[config.mk]
export PLATFORM = sky130hd
export DESIGN_NAME = axi_txn_scheduler
export DESIGN_NICKNAME = d
export VERILOG_FILES = /design/src/rtl/axi_sched_pkg.sv /design/src/rtl/axi_rr_arb2.sv /design/src/rtl/axi_txn_scheduler.sv
export SDC_FILE = /design/constraint.sdc
export NUM_CORES = 1
export LEC_CHECK = 0
export BUFFER_PORTS_ARGS = -buffer_cell sky130_fd_sc_hd__buf_4
export CAP_MARGIN = 5
export CORE_UTILIZATION = 42
export DETAILED_ROUTE_END_ITERATION = 10
export HOLD_SLACK_MARGIN = 0.12
export PLACE_DENSITY_LB_ADDON = 0.1
export SYNTH_ARGS = -nofsm -noshare
export SYNTH_HDL_FRONTEND = slang
export SYNTH_SLANG_ARGS = --single-unit
[constraint.sdc]
create_clock -name clk -period 3.83 [get_ports clk]
set_clock_uncertainty 0.15 [all_clocks]
set_input_delay 0.383 -clock clk [delete_from_list [all_inputs] [get_ports clk]]
set_output_delay 0.383 -clock clk [all_outputs]
set_load 0.05 [all_outputs]
[src/rtl/axi_sched_pkg.sv]
// Shared types for the AXI transaction scheduler:
// FSM states, grant owner and response codes.
package axi_sched_pkg;

    typedef enum logic [2:0] {
        ST_IDLE,
        ST_WR_ISSUE,
        ST_WR_WAIT,
        ST_RD_ISSUE,
        ST_RD_WAIT
    } state_e;

    typedef enum logic {
        GRANT_WR = 1'b0,
        GRANT_RD = 1'b1
    } grant_e;

    localparam logic [1:0] RESP_OKAY   = 2'b00;
    localparam logic [1:0] RESP_SLVERR = 2'b10;

endpackage

[src/rtl/axi_rr_arb2.sv]
// Two-way round-robin arbiter.
// req_i[0] = write port, req_i[1] = read port.
module axi_rr_arb2
    import axi_sched_pkg::*;
(
    input  logic [1:0] req_i,
    input  grant_e     last_grant_i,
    output logic [1:0] gnt_o
);

    // A lone requester wins; on contention the port not served last wins.
    always_comb begin
        gnt_o = 2'b00;
        if (req_i == 2'b11) begin
            gnt_o = (last_grant_i == GRANT_RD) ? 2'b01 : 2'b10;
        end else begin
            gnt_o = req_i;
        end
    end

endmodule

[src/rtl/axi_txn_scheduler.sv]
// Issues one AXI write or read command at a time, then tracks
// its B/R completion, checks ID/beats/response and enforces a timeout.
module axi_txn_scheduler
    import axi_sched_pkg::*;
#(
    parameter int WIDTH   = 32,
    parameter int SIZE    = 3,
    parameter int TIMEOUT = 256
) (
    input  logic                 clk,
    input  logic                 reset,
    input  logic                 wr_req_valid,
    output logic                 wr_req_ready,
    input  logic [WIDTH-1:0]     wr_req_addr,
    input  logic [WIDTH/8-1:0]   wr_req_len,
    input  logic [SIZE-1:0]      wr_req_size,
    input  logic [SIZE-2:0]      wr_req_burst,
    input  logic [WIDTH/8-1:0]   wr_req_id,
    input  logic [WIDTH/8-1:0]   wr_req_strb,
    input  logic                 rd_req_valid,
    output logic                 rd_req_ready,
    input  logic [WIDTH-1:0]     rd_req_addr,
    input  logic [WIDTH/8-1:0]   rd_req_len,
    input  logic [SIZE-1:0]      rd_req_size,
    input  logic [SIZE-2:0]      rd_req_burst,
    input  logic [WIDTH/8-1:0]   rd_req_id,
    output logic [WIDTH-1:0]     awaddr,
    output logic [WIDTH/8-1:0]   awlen,
    output logic [SIZE-1:0]      awsize,
    output logic [SIZE-2:0]      awburst,
    output logic [WIDTH/8-1:0]   awid,
    output logic [WIDTH/8-1:0]   wstrb,
    output logic [WIDTH-1:0]     araddr,
    output logic [WIDTH/8-1:0]   arlen,
    output logic [SIZE-1:0]      arsize,
    output logic [SIZE-2:0]      arburst,
    output logic [WIDTH/8-1:0]   arid,
    output logic                 wr_start,
    output logic                 rd_start,
    input  logic                 bvalid,
    input  logic                 bready,
    input  logic [WIDTH/8-1:0]   bid,
    input  logic [SIZE-2:0]      bresp,
    input  logic                 rvalid,
    input  logic                 rready,
    input  logic                 rlast,
    input  logic [WIDTH/8-1:0]   rid,
    input  logic [SIZE-2:0]      rresp,
    output logic                 done,
    output logic                 done_is_read,
    output logic [SIZE-2:0]      done_resp,
    output logic                 done_err,
    output logic                 timeout,
    output logic                 busy
);

    localparam int IW = WIDTH / 8;
    localparam int RW = SIZE - 1;
    localparam int TW = $clog2(TIMEOUT);

    state_e          state_q, state_d;
    grant_e          last_q;
    logic [1:0]      gnt;
    logic            wr_acc, rd_acc;

    logic [TW-1:0]   wait_q, wait_d;
    logic [IW:0]     beat_q, beat_d, beat_nxt, len_p1;
    logic            rerr_q, rerr_d, r_bad;
    logic [RW-1:0]   rmax_q, rmax_d, rresp_max;
    logic            b_hs, r_hs, time_up;

    logic            done_d, done_rd_d, done_err_d, timeout_d;
    logic [RW-1:0]   done_resp_d;

    axi_rr_arb2 u_arb (
        .req_i        ({rd_req_valid, wr_req_valid}),
        .last_grant_i (last_q),
        .gnt_o        (gnt)
    );

    assign wr_req_ready = (state_q == ST_IDLE) & gnt[0];
    assign rd_req_ready = (state_q == ST_IDLE) & gnt[1];
    assign wr_acc       = wr_req_valid & wr_req_ready;
    assign rd_acc       = rd_req_valid & rd_req_ready;

    assign wr_start = (state_q == ST_WR_ISSUE);
    assign rd_start = (state_q == ST_RD_ISSUE);
    assign busy     = (state_q != ST_IDLE);

    assign b_hs      = bvalid & bready;
    assign r_hs      = rvalid & rready;
    assign time_up   = (wait_q == TW'(TIMEOUT - 1));
    assign len_p1    = (IW+1)'(arlen) + 1'b1;
    assign beat_nxt  = beat_q + 1'b1;
    assign rresp_max = (rresp > rmax_q) ? rresp : rmax_q;
    assign r_bad     = rerr_q | (rid != arid) | (rresp != RW'(RESP_OKAY));

    // Next state, wait/beat tracking and the completion report.
    always_comb begin
        state_d     = state_q;
        wait_d      = wait_q;
        beat_d      = beat_q;
        rerr_d      = rerr_q;
        rmax_d      = rmax_q;
        done_d      = 1'b0;
        done_rd_d   = 1'b0;
        done_resp_d = '0;
        done_err_d  = 1'b0;
        timeout_d   = 1'b0;
        unique case (state_q)
            ST_IDLE: begin
                if (wr_acc) begin
                    state_d = ST_WR_ISSUE;
                end else if (rd_acc) begin
                    state_d = ST_RD_ISSUE;
                end
            end
            ST_WR_ISSUE: begin
                state_d = ST_WR_WAIT;
                wait_d  = '0;
            end
            ST_RD_ISSUE: begin
                state_d = ST_RD_WAIT;
                wait_d  = '0;
                beat_d  = '0;
                rerr_d  = 1'b0;
                rmax_d  = '0;
            end
            ST_WR_WAIT: begin
                wait_d = wait_q + 1'b1;
                if (b_hs) begin
                    state_d     = ST_IDLE;
                    done_d      = 1'b1;
                    done_resp_d = bresp;
                    done_err_d  = (bid != awid)
                                | (bresp != RW'(RESP_OKAY));
                end else if (time_up) begin
                    state_d     = ST_IDLE;
                    done_d      = 1'b1;
                    done_err_d  = 1'b1;
                    done_resp_d = RW'(RESP_SLVERR);
                    timeout_d   = 1'b1;
                end
            end
            ST_RD_WAIT: begin
                wait_d = wait_q + 1'b1;
                if (r_hs) begin
                    beat_d = beat_nxt;
                    rmax_d = rresp_max;
                    rerr_d = r_bad;
                    // An extra beat beyond the burst length is an error.
                    if (!rlast && (beat_q == len_p1)) begin
                        rerr_d = 1'b1;
                    end
                end
                if (r_hs && rlast) begin
                    state_d     = ST_IDLE;
                    done_d      = 1'b1;
                    done_rd_d   = 1'b1;
                    done_resp_d = rresp_max;
                    done_err_d  = r_bad | (beat_nxt != len_p1);
                end else if (time_up) begin
                    state_d     = ST_IDLE;
                    done_d      = 1'b1;
                    done_rd_d   = 1'b1;
                    done_err_d  = 1'b1;
                    done_resp_d = RW'(RESP_SLVERR);
                    timeout_d   = 1'b1;
                end
            end
            default: state_d = ST_IDLE;
        endcase
    end

    // State, counters and the registered completion outputs.
    always_ff @(posedge clk) begin
        if (reset) begin
            state_q      <= ST_IDLE;
            wait_q       <= '0;
            beat_q       <= '0;
            rerr_q       <= 1'b0;
            rmax_q       <= '0;
            done         <= 1'b0;
            done_is_read <= 1'b0;
            done_resp    <= '0;
            done_err     <= 1'b0;
            timeout      <= 1'b0;
        end else begin
            state_q      <= state_d;
            wait_q       <= wait_d;
            beat_q       <= beat_d;
            rerr_q       <= rerr_d;
            rmax_q       <= rmax_d;
            done         <= done_d;
            done_is_read <= done_rd_d;
            done_resp    <= done_resp_d;
            done_err     <= done_err_d;
            timeout      <= timeout_d;
        end
    end

    // Command registers and grant history, updated only on acceptance.
    always_ff @(posedge clk) begin
        if (reset) begin
            awaddr  <= '0;
            awlen   <= '0;
            awsize  <= '0;
            awburst <= '0;
            awid    <= '0;
            wstrb   <= '0;
            araddr  <= '0;
            arlen   <= '0;
            arsize  <= '0;
            arburst <= '0;
            arid    <= '0;
            last_q  <= GRANT_RD;
        end else if (wr_acc) begin
            awaddr  <= wr_req_addr;
            awlen   <= wr_req_len;
            awsize  <= wr_req_size;
            awburst <= wr_req_burst;
            awid    <= wr_req_id;
            wstrb   <= wr_req_strb;
            last_q  <= GRANT_WR;
        end else if (rd_acc) begin
            araddr  <= rd_req_addr;
            arlen   <= rd_req_len;
            arsize  <= rd_req_size;
            arburst <= rd_req_burst;
            arid    <= rd_req_id;
            last_q  <= GRANT_RD;
        end
    end

endmodule

After elaboration in Yosys (flattened, before gate mapping)
Cells that the tools add are included.

storage, ports and cells
  word-level logic and storage cells = 98
  bits of input ports = 115
  output and inout port bits = 105
  flip-flop bits (word level) = 120

operators by class
  add/subtract/negate cells = 3
  reductions and logical operators = 15
  mux-type cells = 33
  $lt $le $gt $ge = 1
  equality and inequality tests = 12
  bitwise logic cells = 12

operators with widths
  operator                                                         count
  8-bit case mux with 2 select lines                               1
  3-bit 2-to-1 mux                                                 5
  3-bit case mux with 5 select lines                               1
  2-bit 2-to-1 mux                                                 7
  1-bit 2-to-1 mux                                                 11
  5-bit case mux with 2 select lines                               1
  2-bit nonzero test                                               5
  8-bit by 1-bit adder with 8-bit output, second input constant    1
  8-bit == test, second input constant                             1
  4-bit != test                                                    2
  1-bit case mux with 2 select lines                               4
  2-bit case mux with 2 select lines                               2
  1-bit bitwise AND                                                6
  3-bit by 2-bit == test with 1-bit output, second input constant  2
  2-bit OR reduction                                               3
  4-bit by 1-bit adder with 5-bit output, second input constant    1
  5-bit by 1-bit adder with 5-bit output, second input constant    1
  5-bit == test                                                    1
  5-bit 2-to-1 mux                                                 1
  5-bit != test                                                    1
  1-bit bitwise OR                                                 4
  2-bit AND reduction                                              2
  3-bit by 1-bit == test with 1-bit output, second input constant  1
  3-bit == test, second input constant                             1
  other kinds (9)                                                  11

Longest topological paths before layout
  depth in word-level cells = 7
  depth in mapped cells = 9
  mapped depth without buffers = 7

Cells and area by module
Synthesis repeated with hierarchy kept, for this count alone.

second synthesis, totals
  cells, all modules = 612
  area total of the unflattened synthesis = 5,165.0 um^2

by module, submodules not included
  module             seq. area each (um^2)  instances  area each (um^2)  cells an instance
  axi_txn_scheduler  2,402.3                1          5,146.2           609
  axi_rr_arb2        0.0                    1          18.8              3

Worst setup path after synthesis
Ideal clock, no wire load.

  path kind = flip-flop to output port
  start = register state_q[1]
  end = output wr_start
  slack = 1,337 ps
  path buffers = 2
  cell stages (with the launch flop) = 4
  data required time = 3,297 ps
  arrival time = 1,960 ps
  cell sequence = dfxtp_1 -> clkbuf_1 -> clkbuf_1 -> nor3b_1

on the way
  word-level cells in the longest chain between the ends = 1

ends and longest elaborated chain
  item                                      line                      RTL
  start: declaration                        axi_txn_scheduler.sv:61   state_e state_q, state_d;
  start signal: assignment                  axi_txn_scheduler.sv:189  state_q <= state_d;
  3-bit by 1-bit == test with 1-bit output  axi_txn_scheduler.sv:86   assign wr_start = (state_q == ST_WR_ISSUE);
  end: declaration                          axi_txn_scheduler.sv:38   output logic wr_start,

Every way passes these cells.

Final worst setup path
  start = register state_q[2]
  end = output wr_req_ready

on the way
  word-level cells in the longest chain between the ends = 2

ends and longest elaborated chain
  item               line                     RTL
  3-bit zero test    axi_txn_scheduler.sv:81  assign wr_req_ready = (state_q == ST_IDLE) & gnt[0];
  1-bit bitwise AND  axi_txn_scheduler.sv:81
  end: declaration   axi_txn_scheduler.sv:13  output logic wr_req_ready,

Every way passes these cells.

==> flow_summary.yaml <==
outcome:
  outcome: "finished clean"
drt:
  postRouteAntennaNets: 0
  routedWlPerCell_um: 15.1
  drcViolationCount: 0
  vias_per_cell: 5.14
  drt-initial-drc-count: 303
  vias: 5674
  first_pass_iters: 4
  wl_um: 16600
worst_setup_path:
  startpoint_type: "register"
  slowest_stage: "dfxtp_1"
  path_cells: "nor3_2 -> inv_2 -> or2_1 -> inv_2 -> buf_4 -> buf_4"
  crit_arrival_ns: 2.36
  path_class: "register to output port"
  reg2regPathDepth: 4
  crit_path_end_kind: "output port"
  path_max_fanout: 51
  critPathMaxStageDelay_ns: 0.48
  crit_required_ns: 3.30
floorplanning:
  ios: 220
  core_mm2: 0.0117
  die_area_mm2: 0.0126
  fp.dieW_um: 112
  start_util_pct: 43.9
  die_y_um: 112
  rows: 39
layout:
  final_area_mm2: 0.00836
  antenna_cells: 0
  layout-drive-gt1-share_pct: 27.6
  regArea_mm2: 0.00240
  nets: 1070
  multi_input_area_mm2: 0.00245
  fin_util_pct: 71.6
  syn_to_final_growth_pct: 63.1
  n_fill_cell: 861
power:
  cellPowerDensity_mw_per_mm2: 496
  vdd_drop_max_mv: 0.354
  leakagePower_nw: 3.62
timing:
  min_period_ns: 2.90
  setup_viol: 0
  grt_setup_unrepaired: "false"
  fmax_mhz: 345
  worstMarginPinSlew_ns: 0.796
  period_share_pct: 75.6
  hold_viol: 0
  slew_headroom_pct: 46.8
  totalNegativeSetupSlack_ns: 0
  maxSlewViolCount: 0
  fin_hold_ws_ns: 0.137
yosys:
  netlist_instances: 653
  synthesis.area_mm2: 0.00512
  ys_ff_latch: 120
  avgSynthCellArea_um2: 7.84
  ys_seq_area_share_pct: 46.9
  synth_warnings: 0
  syn_nets: 774
  yosysUniqueCellTypes: 50
place:
  gp_congestion: 0.802
  io_buffers: 219
  dp.final_hpwl_um: 10500
  dpl-instance-area_mm2: 0.00677
clock_network:
  cts_root_buffer: "clkbuf_16"
  cts.clk_slew.worst_paths_ns: 0.05
  clock-sinks: 120
  cts_tree: "done"
  ctsResizeCount: 0
  cts_buffers: 17
  htreeDepth: 4
  clock_latency_ns: 0.41
  cts_buffer_depth: 2
global_routing:
  grt_max_degree: 60
  grt_pass1_wl_um: 26800
  overflow: 0
  grt_util_all_layers_pct: 27.0
  first_global_vias: 5662
  antenna_found_initial: 0
flow_run:
  cap_violations: 0
min_path:
  hp-class: "input pin to register"
  min_path_cells: 3
-- Yosys cell counts (all sizes together) --
cell type    n  area (um2)
xor2         7        61.3
nand4        5        31.3
a211oi       5        42.5
o211ai       3        22.5
and4         1        8.76
dfxtp      120        2400
nor2        25        93.8
nor3b        6        50.1
or3b         1        8.76
a2bb2oi      3        26.3
or3          1        6.26
xnor2       13         114
nand4b       3        26.3
a311o        1        10.0
nor4         2        12.5
mux2         2        22.5
o21ai       11        55.1
xnor3        2        47.6
or4          1        7.51
inv         13        48.8
a21oi      119         596
nor2b        5        31.3
nand2b       3        18.8
a32o         1        10.0
nand3b       3        22.5
and3         5        42.5
or2          1        6.26
a22oi        1        7.51
mux2i        3        30.0
nand2      206         773
a21bo        1        10.0
and2         1        6.26
a31oi        2        12.5
and4b        1        11.3
clkbuf      28         115
o21bai       4        30.0
ha           6        75.1
nand3       10        50.1
nor3         9        50.1
a21o         3        22.5
buf         16         104
-- worst paths after layout --
check               start      endpoint  slack (ns)
max            state_q[2]  wr_req_ready        0.93
min reg2reg    araddr[12]    araddr[12]        0.30
max reg2reg    state_q[1]  done_resp[0]        1.26
min          rd_req_valid    state_q[0]        0.14
-- per-stage QoR --
step | power, mW | cells | setup WS [ns]
after floorplan | 2.07 | 653 | 1.34
after global placement | 2.37 | 977 | 1.44
after detailed placement | 2.39 | 977 | 1.38
after CTS | 4.16 | 1104 | 0.928
after global routing | 4.30 | 1104 | 0.707
final | 4.14 | 1104 | 0.933
-- timing repair --
action | CTS | global route
hold buffers | 96 | 0
endpoints found under the hold margin | 95 | 0
setup buffers | 0 | 0
-- worst max-delay path: cells and delay by family, from the launching register on --
kind          cells  cell delay [ns]
flops             1             0.48
simple gates      2             0.61
buf+inv           4             0.84
-- cell families after synthesis --
family	Yosys count	share of synthesized area [%]
adder cells (fa/ha/maj)	6	1.47
buffers and inverters	57	5.23
AO/OA/AOI/OAI	154	16.5
AND/OR/NAND/NOR	289	24.5
flip-flops	120	46.9
XOR/XNOR	22	4.35
multiplexers	5	1.03
-- cells in the final DEF, fill, tap and decap left out, drive strengths merged, types with 4 or more instances in the layout --
| cell type | count |
|---|---|
| nand2 | 206 |
| and3 | 5 |
| nor2 | 25 |
| nor3 | 9 |
| o21ai | 11 |
| ha | 6 |
| nand3 | 10 |
| xor2 | 7 |
| dfxtp | 120 |
| o21bai | 4 |
| dlygate4sd3 | 96 |
| buf | 225 |
| inv | 13 |
| nor2b | 5 |
| a211oi | 5 |
| nor3b | 6 |
| a21oi | 119 |
| xnor2 | 13 |
| clkbuf | 24 |
| nand4 | 5 |
| bufinv | 4 |
-- flip-flops by register name (all words and copies together), names as in the netlist, 2 cells and up --
signal,flops
araddr,32
arburst,2
arid,4
arlen,4
arsize,3
awaddr,32
awburst,2
awid,4
awlen,4
awsize,3
beat_q,5
done_resp,2
rmax_q,2
state_q,3
wait_q,8
wstrb,4
-- power by group --
group | leakage, nW | internal, mW | switching (mW) | total [mW]
combinational | 2.34 | 0.372 | 0.659 | 1.03
sequential | 0.978 | 1.35 | 0.0827 | 1.43
clock | 0.300 | 1.14 | 0.543 | 1.68
-- routing by layer --
metal  global-route usage, %  wire [um]  vias to the layer above
met3                    9.88       1310                       42
met1                    29.8       6320                     2603
met4                    14.0        584                        0
met5                       0          0                        -
met2                    45.7       8400                      254
li1                        -          -                     2775
-- layout make-up --
| type | instances | share of cell area, % |
|---|---|---|
| Clock buffer | 24 | 5.77 |
| Clock inverter | 7 | 1.69 |
| Inverter | 13 | 0.584 |
| Multi-Input combinational cell | 476 | 29.4 |
| Sequential cell | 120 | 28.8 |
| Tap cell | 143 | 2.14 |
| Timing Repair Buffer | 321 | 31.7 |
Power figures use the tool's default switching activity.
